`src/rtl/conway_pkg.sv`:
```
// rtl/conway_pkg.sv - shared neighbourhood bit layout, FSM encoding and edge-mask helper
package conway_pkg;

  localparam int BIT_NW = 8;
  localparam int BIT_N  = 7;
  localparam int BIT_NE = 6;
  localparam int BIT_W  = 5;
  localparam int BIT_C  = 4;
  localparam int BIT_E  = 3;
  localparam int BIT_SW = 2;
  localparam int BIT_S  = 1;
  localparam int BIT_SE = 0;

  typedef enum logic [1:0] {
    IDLE  = 2'd0,
    LOAD  = 2'd1,
    FLUSH = 2'd2
  } state_t;

  // Clears every neighbour that would fall outside the grid.
  function automatic logic [8:0] edge_mask(input logic top, input logic bottom,
                                           input logic left, input logic right);
    logic [8:0] m;
    m = '1;
    if (top)    begin m[BIT_NW] = 1'b0; m[BIT_N] = 1'b0; m[BIT_NE] = 1'b0; end
    if (bottom) begin m[BIT_SW] = 1'b0; m[BIT_S] = 1'b0; m[BIT_SE] = 1'b0; end
    if (left)   begin m[BIT_NW] = 1'b0; m[BIT_W] = 1'b0; m[BIT_SW] = 1'b0; end
    if (right)  begin m[BIT_NE] = 1'b0; m[BIT_E] = 1'b0; m[BIT_SE] = 1'b0; end
    return m;
  endfunction

endpackage

```
`src/rtl/conway_window_shift_line.sv`:
```
// rtl/conway_window_shift_line.sv - serial shift register, newest bit at index 0
module shift_line #(
  parameter int LEN = 8
) (
  input  logic           clk,
  input  logic           reset,
  input  logic           clear,
  input  logic           en,
  input  logic           d,
  output logic [LEN-1:0] q
);

  always_ff @(posedge clk) begin
    if (reset || clear) begin
      q <= '0;
    end else if (en) begin
      q <= {q[LEN-2:0], d};
    end
  end

endmodule

```
`src/rtl/conway_window.sv`:
```
// rtl/conway_window.sv - raster-stream 3x3 neighbourhood generator with zero-padded edges
module conway_window
  import conway_pkg::*;
#(
  parameter int WIDTH  = 8,
  parameter int HEIGHT = 8,
  parameter int COL_W  = $clog2(WIDTH),
  parameter int ROW_W  = $clog2(HEIGHT)
) (
  input  logic             clk,
  input  logic             reset,
  input  logic             start,
  input  logic             in_valid,
  input  logic             in_cell,
  output logic             busy,
  output logic             out_valid,
  output logic [8:0]       out_status,
  output logic [ROW_W-1:0] out_row,
  output logic [COL_W-1:0] out_col,
  output logic             frame_done
);

  localparam int N_CELLS = WIDTH * HEIGHT;
  localparam int LEN     = 2 * WIDTH + 3;
  localparam int IN_W    = $clog2(N_CELLS);
  localparam int FL_W    = $clog2(WIDTH + 1);
  localparam int PR_W    = $clog2(WIDTH + 2);

  localparam logic [IN_W-1:0]  LAST_IN  = IN_W'(N_CELLS - 1);
  localparam logic [FL_W-1:0]  LAST_FL  = FL_W'(WIDTH);
  localparam logic [PR_W-1:0]  PRIMED   = PR_W'(WIDTH + 1);
  localparam logic [ROW_W-1:0] LAST_ROW = ROW_W'(HEIGHT - 1);
  localparam logic [COL_W-1:0] LAST_COL = COL_W'(WIDTH - 1);

  state_t           state, state_next;
  logic             accept, shift_en, shift_d;
  logic [LEN-1:0]   taps;
  logic [IN_W-1:0]  in_count;
  logic [FL_W-1:0]  flush_count;
  logic [PR_W-1:0]  shift_count;
  logic             win_pend;
  logic [ROW_W-1:0] ctr_row;
  logic [COL_W-1:0] ctr_col;
  logic [8:0]       window;
  logic             unused_taps;

  assign accept = (state == IDLE) && start && !busy;

  shift_line #(.LEN(LEN)) u_line (
    .clk   (clk),
    .reset (reset),
    .clear (accept),
    .en    (shift_en),
    .d     (shift_d),
    .q     (taps)
  );

  assign window = {taps[2*WIDTH+2], taps[2*WIDTH+1], taps[2*WIDTH],
                   taps[WIDTH+2],   taps[WIDTH+1],   taps[WIDTH],
                   taps[2],         taps[1],         taps[0]};
  assign unused_taps = ^taps;

  always_ff @(posedge clk) begin
    if (reset) state <= IDLE;
    else       state <= state_next;
  end

  always_comb begin
    state_next = state;
    case (state)
      IDLE:    if (accept) state_next = LOAD;
      LOAD:    if (in_valid && in_count == LAST_IN) state_next = FLUSH;
      FLUSH:   if (flush_count == LAST_FL) state_next = IDLE;
      default: state_next = IDLE;
    endcase
  end

  always_comb begin
    shift_en = 1'b0;
    shift_d  = 1'b0;
    case (state)
      LOAD:    begin shift_en = in_valid; shift_d = in_cell; end
      FLUSH:   shift_en = 1'b1;
      default: ;
    endcase
  end

  // A shift only completes a window once the centre is WIDTH+1 cells deep.
  always_ff @(posedge clk) begin
    if (reset) begin
      busy        <= 1'b0;
      in_count    <= '0;
      flush_count <= '0;
      shift_count <= '0;
      win_pend    <= 1'b0;
      ctr_row     <= '0;
      ctr_col     <= '0;
    end else if (accept) begin
      busy        <= 1'b1;
      in_count    <= '0;
      flush_count <= '0;
      shift_count <= '0;
      win_pend    <= 1'b0;
      ctr_row     <= '0;
      ctr_col     <= '0;
    end else begin
      if (frame_done) busy <= 1'b0;
      if (state == LOAD && in_valid) in_count <= in_count + 1'b1;
      if (state == FLUSH) flush_count <= flush_count + 1'b1;
      if (shift_en && shift_count != PRIMED) shift_count <= shift_count + 1'b1;
      win_pend <= shift_en && (shift_count == PRIMED);
      if (win_pend) begin
        if (ctr_col == LAST_COL) begin
          ctr_col <= '0;
          ctr_row <= ctr_row + 1'b1;
        end else begin
          ctr_col <= ctr_col + 1'b1;
        end
      end
    end
  end

  always_ff @(posedge clk) begin
    if (reset) begin
      out_valid  <= 1'b0;
      out_status <= '0;
      out_row    <= '0;
      out_col    <= '0;
      frame_done <= 1'b0;
    end else begin
      out_valid  <= win_pend;
      frame_done <= win_pend && (ctr_row == LAST_ROW) && (ctr_col == LAST_COL);
      if (win_pend) begin
        out_status <= window & edge_mask(ctr_row == '0, ctr_row == LAST_ROW,
                                         ctr_col == '0, ctr_col == LAST_COL);
        out_row    <= ctr_row;
        out_col    <= ctr_col;
      end
    end
  end

endmodule

```
`config.mk`:
```
export PLATFORM = sky130hd
export DESIGN_NAME = conway_window
export DESIGN_NICKNAME = d
export VERILOG_FILES = /design/src/rtl/conway_pkg.sv /design/src/rtl/conway_window_shift_line.sv /design/src/rtl/conway_window.sv
export SDC_FILE = /design/constraint.sdc
export NUM_CORES = 1
export LEC_CHECK = 0
export CAP_MARGIN = 10
export CORE_MARGIN = 1.5
export CORE_UTILIZATION = 51
export DETAILED_ROUTE_END_ITERATION = 16
export PLACE_DENSITY = 0.79
export SYNTH_ARGS = -nofsm -noshare
export SYNTH_HDL_FRONTEND = slang
export SYNTH_HIERARCHICAL = 1
export SYNTH_SLANG_ARGS = --single-unit
```
`constraint.sdc`:
```
create_clock -name clk -period 2.11 [get_ports clk]
set_input_delay 0.422 -clock clk [delete_from_list [all_inputs] [get_ports clk]]
set_output_delay 0.422 -clock clk [all_outputs]
set_load 0.03 [all_outputs]
```
==> results.md, run 1 <==
* Status: finished clean
* Cells after Synth at 261
* Syn Area/Cell at 9.703 sq um
* Clock group share of total power at 0.417
* Hold Path Class: register to register
* Row count at 25
* Max Fclk at 541.1 MHz
* Worst endpoint data arrival time at 1430 ps
* DIE HEIGHT at 73.47 um
* Final hold viol count at 0
* FF-to-FF path depth at 8
* Ys flop type: dfxtp_1
* Vias at 1,788
* DRT Wirelength at 4225 um
* Nets at 306
* Final Util at 0.6321
* Most common cell after layout, fill and taps aside: dfxtp_1
* P_sw at 0.0007126 W
* First-pass GRT wire length at 7169 um
* TritonCTS buffer count at 9
* Relative slew slack at 0.5864
* Crit-path slowest cell: clkdlybuf4s50_1
* Vias in the first global route at 1,612
* Max-Cap Viols at 0
* Drc violations at 0
* Mapped Nets at 281
* Placed cell areas at 2781 sq um
* H-Tree Depth at 3
* Startpoint Class: register
* Pwr dens at 913.6 nW/um^2
* WP buf/inv at 1
* Drt first pass iters at 4
* Max-slew violation count at 0
* Clock tree buffer depth at 2
* Critical path cell sequence: clkdlybuf4s50_1
* Setup crit end: busy
* P_leak at 1.110 nW
* Setup_tns at 0 ps
* Crit-path max cell delay at 690 ps
* DIE AREA at 5397 sq um
* Final Setup Violations at 0
* Gr usage total at 0.1772
* Area Growth Syn to Fin at 18.68%
* Clk_lat worst skew at 340 ps
* Initial Utilization at 0.5326
* Logic pwr share at 0.147
* Reg2reg start: state[0]$_SDFFE_PP0P_
* Core ar. at 4755 sq um
* Post-synth cell types at 31
* CP top delay family: buffers and inverters
* Post-CTS Setup Bufs at 0
* Initial antenna violation count at 0
* Post-CTS Hold Buffers at 0
* CTS Root Cell: clkbuf_8
* Reg power frac at 0.436
* Seq/Total Area, Yosys at 0.4743
* DRT antenna net count at 0
* Peak supply drop at 0.4840 mV
* Yosys warns at 6
* Clock Pin Slew Worst Setup and Hold Paths at 70 ps
* Crit path required time at 1690 ps
* Routed len/inst at 11.80 um
* Worst Clk Skew at 8.222 ps
* Period utilization at 0.8759
* Worst-Margin Slew at 620.3 ps
* Overflow after GRT at 0
* Crit. Startpoint: busy$_SDFFE_PP0P_
* EDFF count, synth at 0
* Seq cells post-synth at 60
* Reg-to-Reg End: u_line/q[2]$_SDFFE_PP0P_
* Kind of critical path: register to output port
* Via/cell ratio at 4.994
* Synthesized area at 2532 sq um
* Layout cell share with drive strength beyond 1 at 0.09278
* IO Pins at 23
* DRT iter0 DRCs at 101
* Crit. End Element: output port
* Total internal power at 0.002033 W
* Largest fanout on the critical path at 4
* RSZ-0062 raised after global routing: no
* Most frequent cells in the layout: 60 x dfxtp_1, 52 x nor2_1, 32 x mux2i_1, 22 x clkdlybuf4s50_1, 15 x ha_1
* Sw frac at 0.2595
* Die X at 73.47 um
* Pin count of the biggest net entering global routing at 20
* # resized after CTS at 0
* DP HPWL at 2906 um
* TritonCTS clock tree: built
* Final Cell Area at 3005 sq um
* Sink Count at 60
* Reg-to-reg setup timing slack at 310 ps
* Crit. path cell count at 1
* Final min period at 1848 ps
* Inserted Diodes at 0
* Final GP Congestion at 0.7723
* Ys async rst share at 0
* Number of buffers added on ports at 22
cell usage after synthesis, drive strengths merged, types with 2 or more instances:
| cell | n | share of area |
|---|---|---|
| and3 | 2 | 0.0049 |
| a22oi | 2 | 0.0059 |
| nand2 | 12 | 0.019 |
| ha | 15 | 0.074 |
| mux2i | 32 | 0.13 |
| inv | 15 | 0.022 |
| nor3 | 2 | 0.0040 |
| and2 | 2 | 0.0049 |
| a32oi | 3 | 0.010 |
| buf | 13 | 0.041 |
| xnor2 | 4 | 0.014 |
| o21ai | 2 | 0.0039 |
| nand3b | 5 | 0.015 |
| nand3 | 8 | 0.016 |
| a21oi | 11 | 0.023 |
| dfxtp | 60 | 0.47 |
| nand2b | 7 | 0.017 |
| nor2 | 52 | 0.077 |
| nand4 | 3 | 0.0074 |
| xor2 | 7 | 0.024 |
cell type report:
type / count / area, sq um
Sequential cell: 60 / 1201
Clock inverter: 6 / 86.33
Inverter: 15 / 56.30
Timing Repair Buffer: 27 / 270.3
Clock buffer: 10 / 137.6
Tap cell: 67 / 83.83
Fill cell: 424 / 1749
Multi-Input combinational cell: 173 / 1170
through the flow:
stage | total power, W | hold WS [ps] | setup slack (ps) | instances
after floorplan | 0.001571 | 460.1 | 466.0 | 261
after global routing | 0.002869 | 494.7 | 171.9 | 358
after CTS | 0.002775 | 466.3 | 238.6 | 358
final | 0.002746 | 465.8 | 261.9 | 358
after detailed placement | 0.001626 | 457.1 | 141.3 | 342
after global placement | 0.001619 | 452.9 | 181.9 | 342
power by group through the flow:
stage | Sequential (W) | Clock [W] | Combinational [W]
2_1_floorplan | 0.00122 | 0 | 0.000347
3_3_place_gp | 0.00122 | 0 | 0.000398
3_5_place_dp | 0.00122 | 0 | 0.000403
4_1_cts | 0.00120 | 0.00117 | 0.000405
5_1_grt | 0.00120 | 0.00122 | 0.000449
6_report | 0.00120 | 0.00114 | 0.000403
layer usage:
layer / vias to the layer above / routed length, um / GRT usage
met3: 7 / 190 / 0.07407
met4: 0 / 47 / 0.08025
met1: 834 / 2093 / 0.2224
li1: 916 / - / -
met2: 31 / 1894 / 0.2643
met5: - / 0 / 0
flip-flops by register name, indices dropped and copies added (netlist names):
register / count
out_row: 3
out_status: 9
u_line/q: 19
state: 2
ctr_row: 3
out_col: 3
win_pend: 1
in_count: 6
busy: 1
ctr_col: 3
shift_count: 4
flush_count: 4
out_valid: 1
frame_done: 1
cells by family after synthesis:
group | share of synthesized area
and+or+nand+nor | 0.1705
DFF | 0.4743
muxes | 0.1265
buffers and inverters | 0.06373
AOI/OAI and AO/OA | 0.05286
adders and majority gates | 0.07411
xor gates and xnor gates | 0.03804
worst min-delay path, cell delays in order (launching register included):
cell     delay [ps]
dfxtp_1         310
nand2_1          60
a21oi_1          50
how the worst min path moves through the flow:
| stage | startpoint | endpoint | slack (ps) | cells past startpoint |
|---|---|---|---|---|
| final | out_status[7]$_SDFFE_PP0P_ | out_status[7]$_SDFFE_PP0P_ | 470 | 2 |
| after global routing | out_status[1]$_SDFFE_PP0P_ | out_status[1]$_SDFFE_PP0P_ | 490 | 2 |
| after CTS | out_status[7]$_SDFFE_PP0P_ | out_status[7]$_SDFFE_PP0P_ | 470 | 2 |
| after detailed placement | out_status[7]$_SDFFE_PP0P_ | out_status[7]$_SDFFE_PP0P_ | 460 | 2 |
| after global placement | out_status[7]$_SDFFE_PP0P_ | out_status[7]$_SDFFE_PP0P_ | 450 | 2 |
| after floorplan | u_line/q[11]$_SDFFE_PP0P_ | u_line/q[11]$_SDFFE_PP0P_ | 460 | 2 |
Note: power is estimated with default switching activity, not from simulation.
==> inputs of run 2 (changes only) <==
PLACE_DENSITY = 0.75   (was 0.79)
==> run 2 against run 1 <==
Clock power shrank 20%. Die area is the same. Sequential power is essentially flat. Cell count shrank 0.28%. Non-clock buffer count grew 1. Routed wire length grew 3.4%. Via count shrank 1.1%. Maximum frequency grew 1.1%. Count of clock-buffer cells in the layout grew 2. Highest routed layer unchanged.
==> results.md, run 2 (synthesis results as in run 1) <==
* Status: finished clean
* Max-Cap Viols at 0 (unchanged)
* Drt first pass iters at 4 (unchanged)
* Layout cell share with drive strength beyond 1 at 0.08966 (-0.003128)
* Worst Clk Skew at 7.150 ps (-1.072 ps)
* Overflow after GRT at 0 (unchanged)
* Most frequent cells in the layout: 60 x dfxtp_1, 52 x nor2_1, 32 x mux2i_1, 22 x clkdlybuf4s50_1, 15 x ha_1
* Max-slew violation count at 0 (unchanged)
* Reg area at 1201 sq um (unchanged)
* Initial Utilization at 0.5326 (unchanged)
* TritonCTS clock tree: built
* Period utilization at 0.8667 (-0.009188)
* Inserted Diodes at 0 (unchanged)
* Via/cell ratio at 4.955 (-0.79%)
* Vias in the first global route at 1,678 (+4.1%)
* Pwr dens at 855.2 nW/um^2 (-6.4%)
* Core ar. at 4755 sq um (unchanged)
* CTS Root Cell: clkbuf_8
* Hold depth at 2 (unchanged)
* TritonCTS buffer count at 9 (unchanged)
* Final Setup Violations at 0 (unchanged)
* Kind of critical path: register to output port
* Crit. End Element: output port
* Crit-path max cell delay at 690 ps (about the same)
* RSZ-0062 raised after global routing: no
* Area of the multi-input gates at 1170 sq um (unchanged)
* Number of fillers in the final layout at 428 (+0.94%)
* Final GP Congestion at 0.8332 (+7.9%)
* Most common cell after layout, fill and taps aside: dfxtp_1
* Relative slew slack at 0.6013 (+0.01489)
* Row count at 25 (unchanged)
* Drc violations at 0 (unchanged)
* DP HPWL at 3049 um (+4.9%)
* Post-CTS Hold Buffers at 0 (unchanged)
* Vias at 1,769 (-1.1%)
* Critical path cell sequence: clkdlybuf4s50_1
* First-pass GRT wire length at 7672 um (+7.0%)
* Placed cell areas at 2789 sq um (+0.27%)
* Peak supply drop at 0.5385 mV (+11%)
* Clock Pin Slew Worst Setup and Hold Paths at 60 ps (about the same)
* Gr usage total at 0.1897 (+0.01250)
* Reg2reg start: state[0]$_SDFFE_PP0P_
* Final hold viol count at 0 (unchanged)
* Startpoint Class: register
* Hold Path Class: register to register
* Min-delay src: out_status[7]$_SDFFE_PP0P_
* FF-to-FF path depth at 8 (unchanged)
* H-Tree Depth at 3 (unchanged)
* DIE HEIGHT at 73.47 um (unchanged)
* Worst-Margin Slew at 598.0 ps (-22.33 ps)
* Crit-path slowest cell: clkdlybuf4s50_1
* Final min period at 1829 ps (-19.39 ps)
* Nets at 307 (+0.33%)
* WP buf/inv at 1 (unchanged)
* Clock tree buffer depth at 2 (unchanged)
* CP top delay family: buffers and inverters
* Number of buffers added on ports at 22 (unchanged)
* Biggest register: u_line/q
* Clk_lat worst skew at 330 ps (about the same)
* P_leak at 1.096 nW (-1.2%)
* Reg-to-Reg End: u_line/q[11]$_SDFFE_PP0P_
* Area Growth Syn to Fin at 17.05%
* IO Pins at 23 (unchanged)
* DRT antenna net count at 0 (unchanged)
* Post-CTS Setup Bufs at 0 (unchanged)
* Setup_tns at 0 ps (unchanged)
* Crit path required time at 1690 ps (about the same)
* Die X at 73.47 um (unchanged)
* DIE AREA at 5397 sq um (unchanged)
* Final Cell Area at 2964 sq um (-1.4%)
* Biggest regs: u_line/q x19, out_status x9, in_count x6
* Worst endpoint data arrival time at 1410 ps (-20 ps)
* Hold Path Sink: out_status[7]$_SDFFE_PP0P_
* Largest fanout on the critical path at 4 (unchanged)
* Max Fclk at 546.8 MHz (+1.1%)
* Sink Count at 60 (unchanged)
* # resized after CTS at 0 (unchanged)
* DRT Wirelength at 4368 um (+3.4%)
* Reg-to-reg setup timing slack at 430 ps (+120 ps)
* Pin count of the biggest net entering global routing at 22 (+10%)
* Number of flip-flops in the largest register at 19 (unchanged)
* Initial antenna violation count at 0 (unchanged)
* DRT iter0 DRCs at 72 (-29%)
* Routed len/inst at 12.24 um (+3.7%)
[run 2: where the power goes]
group	total (W)	internal [W]	leakage, nW	switching [W]
combinational	0.000421	0.000176	0.519	0.000245
sequential	0.00120	0.00116	0.484	0.0000346
clock	0.000914	0.000505	0.0941	0.000409
[run 2: final cells by class]
type | instances | share of cell area
inverters | 15 | 0.01900
flip-flops and latches | 60 | 0.4052
multi-input cells | 173 | 0.3947
well taps | 67 | 0.02828
clock inverters | 2 | 0.003377
repair buffers | 28 | 0.09371
clock buffers | 12 | 0.05572
[run 2: how the worst max path moves through the flow]
| stage | start | endpoint | slack [ps] | cells past startpoint |
|---|---|---|---|---|
| 2_1_floorplan | state[0]$_SDFFE_PP0P_ | u_line/q[10]$_SDFFE_PP0P_ | 470 | 10 |
| 3_3_place_gp | in_valid | u_line/q[12]$_SDFFE_PP0P_ | 250 | 7 |
| 3_5_place_dp | in_valid | u_line/q[11]$_SDFFE_PP0P_ | 220 | 7 |
| 4_1_cts | busy$_SDFFE_PP0P_ | busy | 280 | 1 |
| 5_1_grt | busy$_SDFFE_PP0P_ | busy | 250 | 1 |
| 6_report | busy$_SDFFE_PP0P_ | busy | 280 | 1 |
[run 2: metrics by stage]
stage	power, W	setup slack [ps]	util	std cells	hold slack [ps]
global placement	0.001626	245.6	0.5866	343	448.0
detailed placement	0.001640	219.9	0.5866	343	452.4
CTS	0.002557	280.4	0.6234	357	461.8
global route	0.002644	249.8	0.6234	357	500.1
floorplan	0.001571	466.0	-	261	460.1
finish	0.002535	281.3	0.6234	357	462.7
[run 2: layer usage]
layer / wire (um) / track usage
met1: 2057 / 0.2369
met2: 2040 / 0.2863
met3: 172 / 0.06173
met4: 97 / 0.1091
met5: 0 / 0
